## src/rtl/baccarat_dealer.sv

```systemverilog
// Baccarat round controller: deals four cards, applies the third-card tableau, flags the winner.
// Card registers feed external scorers; totals are read back a cycle after each card load.
module baccarat_dealer #(
  parameter int MAX_WAIT = 255
) (
  input  logic       slow_clock,
  input  logic       reset,
  input  logic       start,
  input  logic       card_valid,
  input  logic [3:0] card_in,
  input  logic [3:0] pscore,
  input  logic [3:0] dscore,
  output logic       card_req,
  output logic [3:0] pcard1,
  output logic [3:0] pcard2,
  output logic [3:0] pcard3,
  output logic [3:0] dcard1,
  output logic [3:0] dcard2,
  output logic [3:0] dcard3,
  output logic       player_win,
  output logic       dealer_win,
  output logic       done,
  output logic       error
);

  typedef enum logic [3:0] {
    S_IDLE, S_DEAL_P1, S_DEAL_D1, S_DEAL_P2, S_DEAL_D2, S_EVAL,
    S_DEAL_P3, S_DECIDE_D, S_DEAL_D3, S_RESULT, S_ERROR
  } state_t;

  state_t     r_state;
  logic [7:0] r_wait;
  logic       r_card_req;
  logic       r_done;
  logic       r_error;
  logic [3:0] r_pcard1, r_pcard2, r_pcard3;
  logic [3:0] r_dcard1, r_dcard2, r_dcard3;

  logic [3:0] w_t;
  logic       w_bdraw;
  logic       w_natural;

  // Banker tableau, keyed on banker total and the player's third-card face value.
  always_comb begin
    w_t       = (r_pcard3 >= 4'd10) ? 4'd0 : r_pcard3;
    w_natural = (pscore >= 4'd8) || (dscore >= 4'd8);
    w_bdraw   = 1'b0;
    case (dscore)
      4'd0, 4'd1, 4'd2: w_bdraw = 1'b1;
      4'd3:             w_bdraw = (w_t != 4'd8);
      4'd4:             w_bdraw = (w_t >= 4'd2) && (w_t <= 4'd7);
      4'd5:             w_bdraw = (w_t >= 4'd4) && (w_t <= 4'd7);
      4'd6:             w_bdraw = (w_t >= 4'd6) && (w_t <= 4'd7);
      default:          w_bdraw = 1'b0;
    endcase
  end

  always_ff @(posedge slow_clock or posedge reset) begin
    if (reset) begin
      r_state    <= S_IDLE;
      r_wait     <= 8'd0;
      r_card_req <= 1'b0;
      r_done     <= 1'b0;
      r_error    <= 1'b0;
      r_pcard1   <= 4'd0;
      r_pcard2   <= 4'd0;
      r_pcard3   <= 4'd0;
      r_dcard1   <= 4'd0;
      r_dcard2   <= 4'd0;
      r_dcard3   <= 4'd0;
    end else begin
      case (r_state)
        S_IDLE, S_RESULT, S_ERROR: begin
          if (start) begin
            r_pcard1   <= 4'd0;
            r_pcard2   <= 4'd0;
            r_pcard3   <= 4'd0;
            r_dcard1   <= 4'd0;
            r_dcard2   <= 4'd0;
            r_dcard3   <= 4'd0;
            r_done     <= 1'b0;
            r_error    <= 1'b0;
            r_wait     <= 8'd0;
            r_card_req <= 1'b1;
            r_state    <= S_DEAL_P1;
          end
        end
        S_DEAL_P1, S_DEAL_D1, S_DEAL_P2, S_DEAL_D2, S_DEAL_P3, S_DEAL_D3: begin
          if (card_valid) begin
            r_wait <= 8'd0;
            case (r_state)
              S_DEAL_P1: begin r_pcard1 <= card_in; r_state <= S_DEAL_D1; end
              S_DEAL_D1: begin r_dcard1 <= card_in; r_state <= S_DEAL_P2; end
              S_DEAL_P2: begin r_pcard2 <= card_in; r_state <= S_DEAL_D2; end
              S_DEAL_D2: begin
                r_dcard2   <= card_in;
                r_card_req <= 1'b0;
                r_state    <= S_EVAL;
              end
              S_DEAL_P3: begin
                r_pcard3   <= card_in;
                r_card_req <= 1'b0;
                r_state    <= S_DECIDE_D;
              end
              default: begin
                r_dcard3   <= card_in;
                r_card_req <= 1'b0;
                r_done     <= 1'b1;
                r_state    <= S_RESULT;
              end
            endcase
          end else if (r_wait == 8'(MAX_WAIT - 1)) begin
            r_wait     <= 8'd0;
            r_card_req <= 1'b0;
            r_error    <= 1'b1;
            r_state    <= S_ERROR;
          end else begin
            r_wait <= r_wait + 8'd1;
          end
        end
        S_EVAL: begin
          if (w_natural) begin
            r_done  <= 1'b1;
            r_state <= S_RESULT;
          end else if (pscore <= 4'd5) begin
            r_card_req <= 1'b1;
            r_state    <= S_DEAL_P3;
          end else if (dscore <= 4'd5) begin
            r_card_req <= 1'b1;
            r_state    <= S_DEAL_D3;
          end else begin
            r_done  <= 1'b1;
            r_state <= S_RESULT;
          end
        end
        S_DECIDE_D: begin
          if (w_bdraw) begin
            r_card_req <= 1'b1;
            r_state    <= S_DEAL_D3;
          end else begin
            r_done  <= 1'b1;
            r_state <= S_RESULT;
          end
        end
        default: r_state <= S_IDLE;
      endcase
    end
  end

  assign card_req = r_card_req;
  assign done     = r_done;
  assign error    = r_error;
  assign pcard1   = r_pcard1;
  assign pcard2   = r_pcard2;
  assign pcard3   = r_pcard3;
  assign dcard1   = r_dcard1;
  assign dcard2   = r_dcard2;
  assign dcard3   = r_dcard3;

  // The banker's third card reaches the scorer only as RESULT is entered, so the
  // comparison is taken from the held cards' totals and gated by done.
  assign player_win = r_done && (pscore >= dscore);
  assign dealer_win = r_done && (dscore >= pscore);

endmodule

```

## config.mk

```make
export PLATFORM = sky130hd
export DESIGN_NAME = baccarat_dealer
export DESIGN_NICKNAME = d
export VERILOG_FILES = /design/src/rtl/baccarat_dealer.sv
export SDC_FILE = /design/constraint.sdc
export NUM_CORES = 1
export LEC_CHECK = 0
export ABC_AREA = 1
export BUFFER_PORTS_ARGS = -buffer_cell sky130_fd_sc_hd__buf_2
export CAP_MARGIN = 20
export CORE_MARGIN = 3
export CORE_UTILIZATION = 40
export CTS_CLUSTER_DIAMETER = 30
export DETAILED_ROUTE_END_ITERATION = 8
export GPL_ROUTABILITY_DRIVEN = 0
export SYNTH_ARGS = -nofsm -noshare
export SYNTH_HDL_FRONTEND = slang
export SYNTH_SLANG_ARGS = --single-unit
```

## constraint.sdc

```tcl
create_clock -name slow_clock -period 1.6 [get_ports slow_clock]
set_clock_uncertainty 0.1 [all_clocks]
set_input_delay 0.24 -clock slow_clock [delete_from_list [all_inputs] [get_ports slow_clock]]
set_output_delay 0.24 -clock slow_clock [all_outputs]
set_load 0.01 [all_outputs]
```

==> metrics.md, run 1 <==
| Metric | Value |
|---|---|
| Outcome | `finished, violations left` |
| Violations in the final reports | `setup timing` |
| Capture point of the worst path | `dcard2[3]` |
| Share of the synthesized area in the top cell type | `~43%` |
| Number of nets in the finished design | `405` |
| Rows | `26` |
| Total number of clock tree sinks | `39` |
| Yosys reg bits | `39` |
| Critical path class | `flop to flop` |
| Cell-by-cell listing of the critical path | `buf_4, nor2_4, nand2_2, nand2_4, nor2_2, nor2_4, clkbuf_16, nand2_4, nand2_1, o21ai_1` |
| Total gr overflow | `0` |
| Gate Count Post-Synth | `290` |
| Capturing element type of the critical path | `flop` |
| Required time of the worst setup path | `roughly 1.7 ns` |
| First-pass GRT wire length | `around 10000 um` |
| Die Span X | `81.2 um` |
| Number of warnings reported in the yosys synthesis log | `0` |
| Unrepaired setup endpoints after global routing | `true` |
| Post-synth net total | `312` |
| Sum of negative setup slack | `-5.11 ns` |
| Area added between synthesis and finish | `45.9%` |
| Routed length per placed instance | `13.5 um` |
| DR vias | `roughly 2200` |
| H-tree lvl count | `2` |
| Via-to-Cell Ratio | `a little under 5` |
| Sequential fraction of the synthesis area | `43.2%` |
| Leading post-synthesis cells by instance count | `nand2_1, dfrtp_1, o21ai_1` |
| Met3 GRT Util | `around 4.4%` |
| Setup WS pre-CTS | `-0.116 ns` |
| Startpoint of the lowest-slack hold path | `card_in[0]` |
| Drc violations | `0` |
| Rel. slew slack | `77.0%` |
| Total count of max-transition violations in the final report | `0` |
| Mean area per synthesized cell | `slightly below 8 um2` |
| Met1 Use GR | `roughly a quarter` |
| Final Power | `0.00847 W` |
| Static leakage power | `between 1.5 and 2 nW` |
| Clock period minus worst slack | `roughly 1.8 ns` |
| TritonCTS buffer count | `5` |
| Effective utilization at floorplan | `a little over two fifths` |
| Delay contributed by the slowest stage of the critical path | `~0.47 ns` |
| DRC marker count from the first detailed-route iteration | `~120` |
| Transition at the pin with the smallest max-transition slack | `about 0.35 ns` |
| Sum of net half-perimeters after detailed placement | `~4300 um` |
| CP arrival | `between 1.5 and 2 ns` |
| Top achievable clock speed | `about 0.56 GHz` |
| Met2 track demand over resource | `32.3%` |
| CTS root buffer | `clkbuf_8` |
| Minimum hold slack | `between 0.15 and 0.2 ns` |
| Reg2Reg Depth | `10` |
| Vias in the first global route | `about 2100` |
| Top cells by area in the synthesized netlist | `dfrtp_1, nand2_1, o21ai_1` |
| Clk Latency, worst-skew pair | `about 0.30 ns` |
| Category of the worst setup path launch point | `flop` |
| Pin count of the biggest net entering global routing | `28` |
| Antenna violations before repair | `0` |
| Minimum setup slack among reg-to-reg paths | `-0.17 ns` |
| Most used standard cell by instance count after synthesis | `nand2_1` |
| Origin of the critical flop-to-flop path | `r_state[2]` |
| End of the worst register-to-register path | `dcard2[3]` |
| Drt total wl | `6120 um` |
| Min-Delay Path Class | `input pin to flop` |
| Final design instance area without fill | `~0.0033 mm2` |
| Count of distinct cell types in the synthesized netlist | `29` |
| GRT busiest layer | `met2` |
| Number of enable-type register cells in the synthesized netlist | `0` |
| Share of flip-flops with an asynchronous set or reset | `100%` |
| Ports placed on the boundary | `between 40 and 50` |
| Clock-pin slew on the worst setup and hold paths | `approximately 0.09 ns` |
| Buffer depth of the longest clock path | `2` |
| CTS tree | `done` |
| Port buffer count | `44` |
| Iteration count of the initial detailed-routing pass | `4` |
| Peak supply drop | `~1.2 mV` |
| Synth Cell Area | `around 0.0023 mm2` |
| Pwr/cell area | `around 2600 mW/mm2` |
| Final worst slack | `-0.172 ns` |
| Source of the critical timing path | `r_state[2]` |
| Area of the core | `about 0.0053 mm2` |
| Max-cap check violation count | `0` |
| Hold Violations, Final | `0` |
| Slowest library cell on the worst path | `dfrtp_2` |
| Post-detailed-route count of antenna-violating nets | `0` |
| Post-synth top flop | `dfrtp_1` |
| Area post-placement | `between 0.002 and 0.003 mm2` |
| Final setup fails | `39` |
| All-layer global routing usage | `19.2%` |
| Final period util | `111%` |
| Diodes inserted | `0` |
| Share of layout cells above drive strength 1 | `45.6%` |
| Die extent in y | `roughly 81 um` |
| Total die area | `~0.0066 mm2` |
| Largest fanout of any net on the critical path | `8` |
| Library cell with the largest summed area after synthesis | `dfrtp_1` |
## power breakdown
part	switching, W	internal, W
combinational	0.00346	0.00265
clock	0.000385	0.000352
sequential	0.000263	0.00137
total	0.00411	0.00437
## critical path, delay by kind of cell, from the launching register on
family                 cells  cell delay [ns]
buffers and inverters      2             0.34
flip-flops                 1             0.47
AND/OR/NAND/NOR            7             0.67
AO/OA/AOI/OAI              1             0.06
## state kept, by name, summed over array words and instances (netlist names)
signal / flops
dcard2: 4
pcard3: 4
card_req: 1
r_state: 4
r_wait: 8
error: 1
dcard3: 4
done: 1
pcard1: 4
dcard1: 4
pcard2: 4
## through the flow
step / std cells / utilization [%]
final: 454 / 62.6
after detailed placement: 432 / 53.0
after global routing: 454 / 62.6
after floorplan: 290 / -
after CTS: 445 / 57.5
after global placement: 432 / 53.0
## what timing repair did
| item | in CTS | in global routing |
|---|---|---|
| pin swaps | 5 | 23 |
| setup endpoints to repair | 40 | 40 |
| hold endpoints to repair | 39 | 0 |
| resized for setup | 35 | 45 |
| cloned | 0 | 1 |
| hold buffers | 1 | 0 |
| buffers inserted | 4 | 8 |
## worst min-delay path by stage
stage | to | depth (start not counted)
final | dcard1[0] | 3
after global routing | pcard3[1] | 3
after CTS | dcard1[0] | 3
after detailed placement | dcard1[1] | 3
after global placement | dcard1[1] | 3
after floorplan | r_state[2] | 2
## layout by cell type, fill, tap and decap left out, types with 2 or more instances in the layout
cell	instances
dfrtp_2	3
nor2_1	15
buf_4	35
nand3_2	3
a21oi_1	6
inv_2	6
buf_2	44
nand2_1	55
nand2_8	2
ha_1	4
xor2_1	5
nand2_4	9
inv_4	2
o211ai_1	2
inv_1	25
dfrtp_1	36
a21oi_2	3
nand3_1	16
buf_6	7
nand4_1	2
ha_4	2
nor2_2	7
o21ai_1	35
nand2_2	20
o21ai_0	3
clkbuf_8	6
o21ai_2	7
nand3_4	3
nor2_4	8
## routing by layer
layer	vias up	share of wire, %
met3	10	3.9
met2	42	49
met5	-	0
met4	0	1.6
met1	1016	45
li1	1130	-
## cells by family (layout without fill, tap and decap cells)
family	count (synthesis)	count (layout)	synth area share [%]
xor gates and xnor gates	5	5	1.94
and+or+nand+nor	143	143	30.3
buffers and inverters	38	132	7.14
AOI/OAI and AO/OA	59	59	14.2
DFF	39	39	43.2
adders and majority gates	6	6	3.32
## layout make-up
cell class | count | area (um2)
multi-input combinational | 213 | 1370
tap | 70 | 87.6
clock buffer | 6 | 82.6
clock inverter | 2 | 16.3
fill | 461 | 1970
sequential | 39 | 980
inverter | 34 | 134
timing repair buffer | 90 | 632
Power figures use the tool's default switching activity.
==> run 2: changes to the inputs <==
--- a/config.mk
+++ b/config.mk
@@ -8,6 +8,7 @@
 export ABC_AREA = 1
 export BUFFER_PORTS_ARGS = -buffer_cell sky130_fd_sc_hd__buf_2
 export CAP_MARGIN = 20
+export CORE_ASPECT_RATIO = 0.5
 export CORE_MARGIN = 3
 export CORE_UTILIZATION = 40
 export CTS_CLUSTER_DIAMETER = 30
==> metrics.md, run 2 (synthesis gave the netlist of run 1 again) <==
| Metric | Value |
|---|---|
| Cell type group with the largest total delay on the critical path | `simple AND/OR/NAND/NOR gates` |
| Effective utilization at floorplan | `43.6% (+0.75 points)` |
| Largest reg by FF count | `r_wait` |
| Number of nets in the finished design | `405 (unchanged)` |
| Drt total wl | `6240 um (+2.0%)` |
| Pwr/cell area | `2640 mW/mm2 (+2.7%)` |
| Iteration count of the initial detailed-routing pass | `4 (unchanged)` |
| Peak supply drop | `1.36 mV (+11%)` |
| Total die area | `0.00665 mm2 (+0.83%)` |
| Vias in the first global route | `2196 (+3.1%)` |
| Final worst slack | `-0.165 ns (+0.00679 ns)` |
| Final period util | `110% (-0.42 points)` |
| Hold Violations, Final | `0 (unchanged)` |
| Cell-by-cell listing of the critical path | `inv_2, nand2_2, nor2_4, nor2_4, nand3_4, nor2_2, nor2_4, buf_12, nand2_4, nand2_1, o21ai_1` |
| Required time of the worst setup path | `1.66 ns (-0.02 ns)` |
| Met1 Use GR | `26.3% (+2.0 points)` |
| All-layer global routing usage | `18.9% (-0.37 points)` |
| Violations in the final reports | `setup timing` |
| Sum of net half-perimeters after detailed placement | `4410 um (+1.7%)` |
| Final Power | `0.00890 W (+5.1%)` |
| Setup WS pre-CTS | `-0.123 ns (-0.00621 ns)` |
| Number of buffer and inverter instances along the worst setup path | `2 (unchanged)` |
| Critical path class | `flop to flop` |
| Routed length per placed instance | `13.7 um (+2.0%)` |
| Buffer depth of the longest clock path | `2 (unchanged)` |
| Drc violations | `0 (unchanged)` |
| Die Span X | `112 um (+38%)` |
| Rows | `18 (-31%)` |
| DRC marker count from the first detailed-route iteration | `136 (+14%)` |
| Clk Latency, worst-skew pair | `0.28 ns (-0.02 ns)` |
| Met3 GRT Util | `4.59% (+0.15 points)` |
| H-tree lvl count | `2 (unchanged)` |
| TritonCTS buffer count | `5 (unchanged)` |
| First-pass GRT wire length | `10100 um (+3.4%)` |
| Post-detailed-route count of antenna-violating nets | `0 (unchanged)` |
| Diodes inserted | `0 (unchanged)` |
| Max-cap check violation count | `0 (unchanged)` |
| Static leakage power | `1.71 nW (+0.67%)` |
| Via-to-Cell Ratio | `4.93 (+1.9%)` |
| CTS tree | `done` |
| Largest fanout of any net on the critical path | `8 (unchanged)` |
| Rel. slew slack | `67.0% (-10 points)` |
| Clock period minus worst slack | `1.77 ns (-0.00679 ns)` |
| Total number of clock tree sinks | `39 (unchanged)` |
| Total gr overflow | `0 (unchanged)` |
| Transition at the pin with the smallest max-transition slack | `0.494 ns (+0.149 ns)` |
| CTS root buffer | `clkbuf_16` |
| Clock-pin slew on the worst setup and hold paths | `0.06 ns (-0.03 ns)` |
| GRT busiest layer | `met2` |
| Final setup fails | `38 (-2.6%)` |
| Share of layout cells above drive strength 1 | `48.2% (+2.6 points)` |
| Die extent in y | `59.2 um (-27%)` |
| Ports placed on the boundary | `45 (unchanged)` |
| Delay contributed by the slowest stage of the critical path | `0.41 ns (-0.06 ns)` |
| Outcome | `finished, violations left` |
| Final design instance area without fill | `0.00338 mm2 (+2.4%)` |
| Category of the worst setup path launch point | `flop` |
| Slowest library cell on the worst path | `dfrtp_1` |
| Number of flip-flops in the largest register | `8 (unchanged)` |
| Most frequent cells in the layout | `nand2_1, buf_2, buf_4, dfrtp_1, o21ai_1` |
| Area of the core | `0.00518 mm2 (-1.7%)` |
| Unrepaired setup endpoints after global routing | `true` |
| Antenna violations before repair | `0 (unchanged)` |
| Most common cell on crit path | `nor2_4` |
| Met2 track demand over resource | `30.1% (-2.3 points)` |
| Area added between synthesis and finish | `49.4%` |
| Pin count of the biggest net entering global routing | `40 (+43%)` |
| Min-Delay Path Class | `input pin to flop` |
| CP arrival | `1.83 ns (-0.02 ns)` |
| Port buffer count | `44 (unchanged)` |
| Capturing element type of the critical path | `flop` |
| Top achievable clock speed | `0.567 GHz (+0.38%)` |
| Total count of max-transition violations in the final report | `0 (unchanged)` |
| Number of fillers in the final layout | `446 (-3.3%)` |
| Commonest non-fill, non-tap cell in the layout | `nand2_1` |
| Area post-placement | `0.00280 mm2 (+0.45%)` |
| DR vias | `2239 (+1.9%)` |
-- run 2: changes by cell type in the layout (fill, tap and decap cells not counted), sizes merged --
cell / previous run / this run
buf: 88 / 89
clkinv: 2 / 1
inv: 33 / 34
clkinvlp: 1 / 2
clkbuf: 7 / 5
-- run 2: worst paths after layout --
check | from | to | slack (ns) | cells past startpoint
worst max-delay path | r_state[3] | pcard2[3] | -0.17 | 11
worst min register to register | pcard1[2] | pcard1[2] | 0.38 | 2
min in group asynchronous | reset | r_wait[6] | 0.45 | 4
worst min-delay path | card_in[2] | pcard2[2] | 0.21 | 3
max in group asynchronous | reset | r_state[0] | 0.74 | 4
worst max register to register | r_state[3] | pcard2[3] | -0.17 | 11
-- run 2: repair_timing --
| action | CTS | global route |
|---|---|---|
| hold buffers | 1 | 0 |
| pin swaps | 9 | 15 |
| hold endpoints to repair | 39 | 0 |
| setup endpoints to repair | 37 | 41 |
| resized for setup | 21 | 67 |
| setup buffers | 7 | 6 |
-- run 2: cell type report --
| class | instances | area [um2] | area share, % |
|---|---|---|---|
| multi-input cells | 213 | 1420 | 41.9 |
| flip-flops and latches | 39 | 980 | 29.0 |
| repair buffers | 90 | 616 | 18.2 |
| inverters | 34 | 133 | 3.93 |
| clock buffers | 5 | 125 | 3.71 |
| well taps | 70 | 87.6 | 2.59 |
| clock inverters | 3 | 20.0 | 0.593 |
-- run 2: stage by stage --
| stage | utilization, % | std cells | TNS [ns] | hold WS, ns |
|---|---|---|---|---|
| 6_report | 65.2 | 454 | -4.59 | 0.207 |
| 5_1_grt | 65.2 | 454 | -8.08 | 0.226 |
| 4_1_cts | 59.6 | 448 | -3.04 | 0.256 |
| 3_5_place_dp | 54.1 | 432 | -3.44 | 0.214 |
| 3_3_place_gp | 54.1 | 432 | -2.84 | 0.203 |
| 2_1_floorplan | - | 290 | 0 | 0.278 |
-- run 2: layer usage --
layer	part of all wire, %	up-vias
li1	-	1131
met1	46	1065
met2	49	38
met3	4.2	5
met4	0.56	0
met5	0	-
-- run 2: worst register-to-register path, cell delays in order (launching register included) --
cell	delay, ns
dfrtp_1	0.41
inv_2	0.13
nand2_2	0.13
nor2_4	0.16
nor2_4	0.05
nand3_4	0.10
nor2_2	0.06
nor2_4	0.13
buf_12	0.18
nand2_4	0.09
nand2_1	0.06
o21ai_1	0.06
-- run 2: power by group --
part | switching [W] | total [W] | leakage [nW] | internal [W]
clock network | 0.000397 | 0.000971 | 0.0658 | 0.000574
logic | 0.00366 | 0.00627 | 1.14 | 0.00261
registers | 0.000295 | 0.00166 | 0.507 | 0.00137
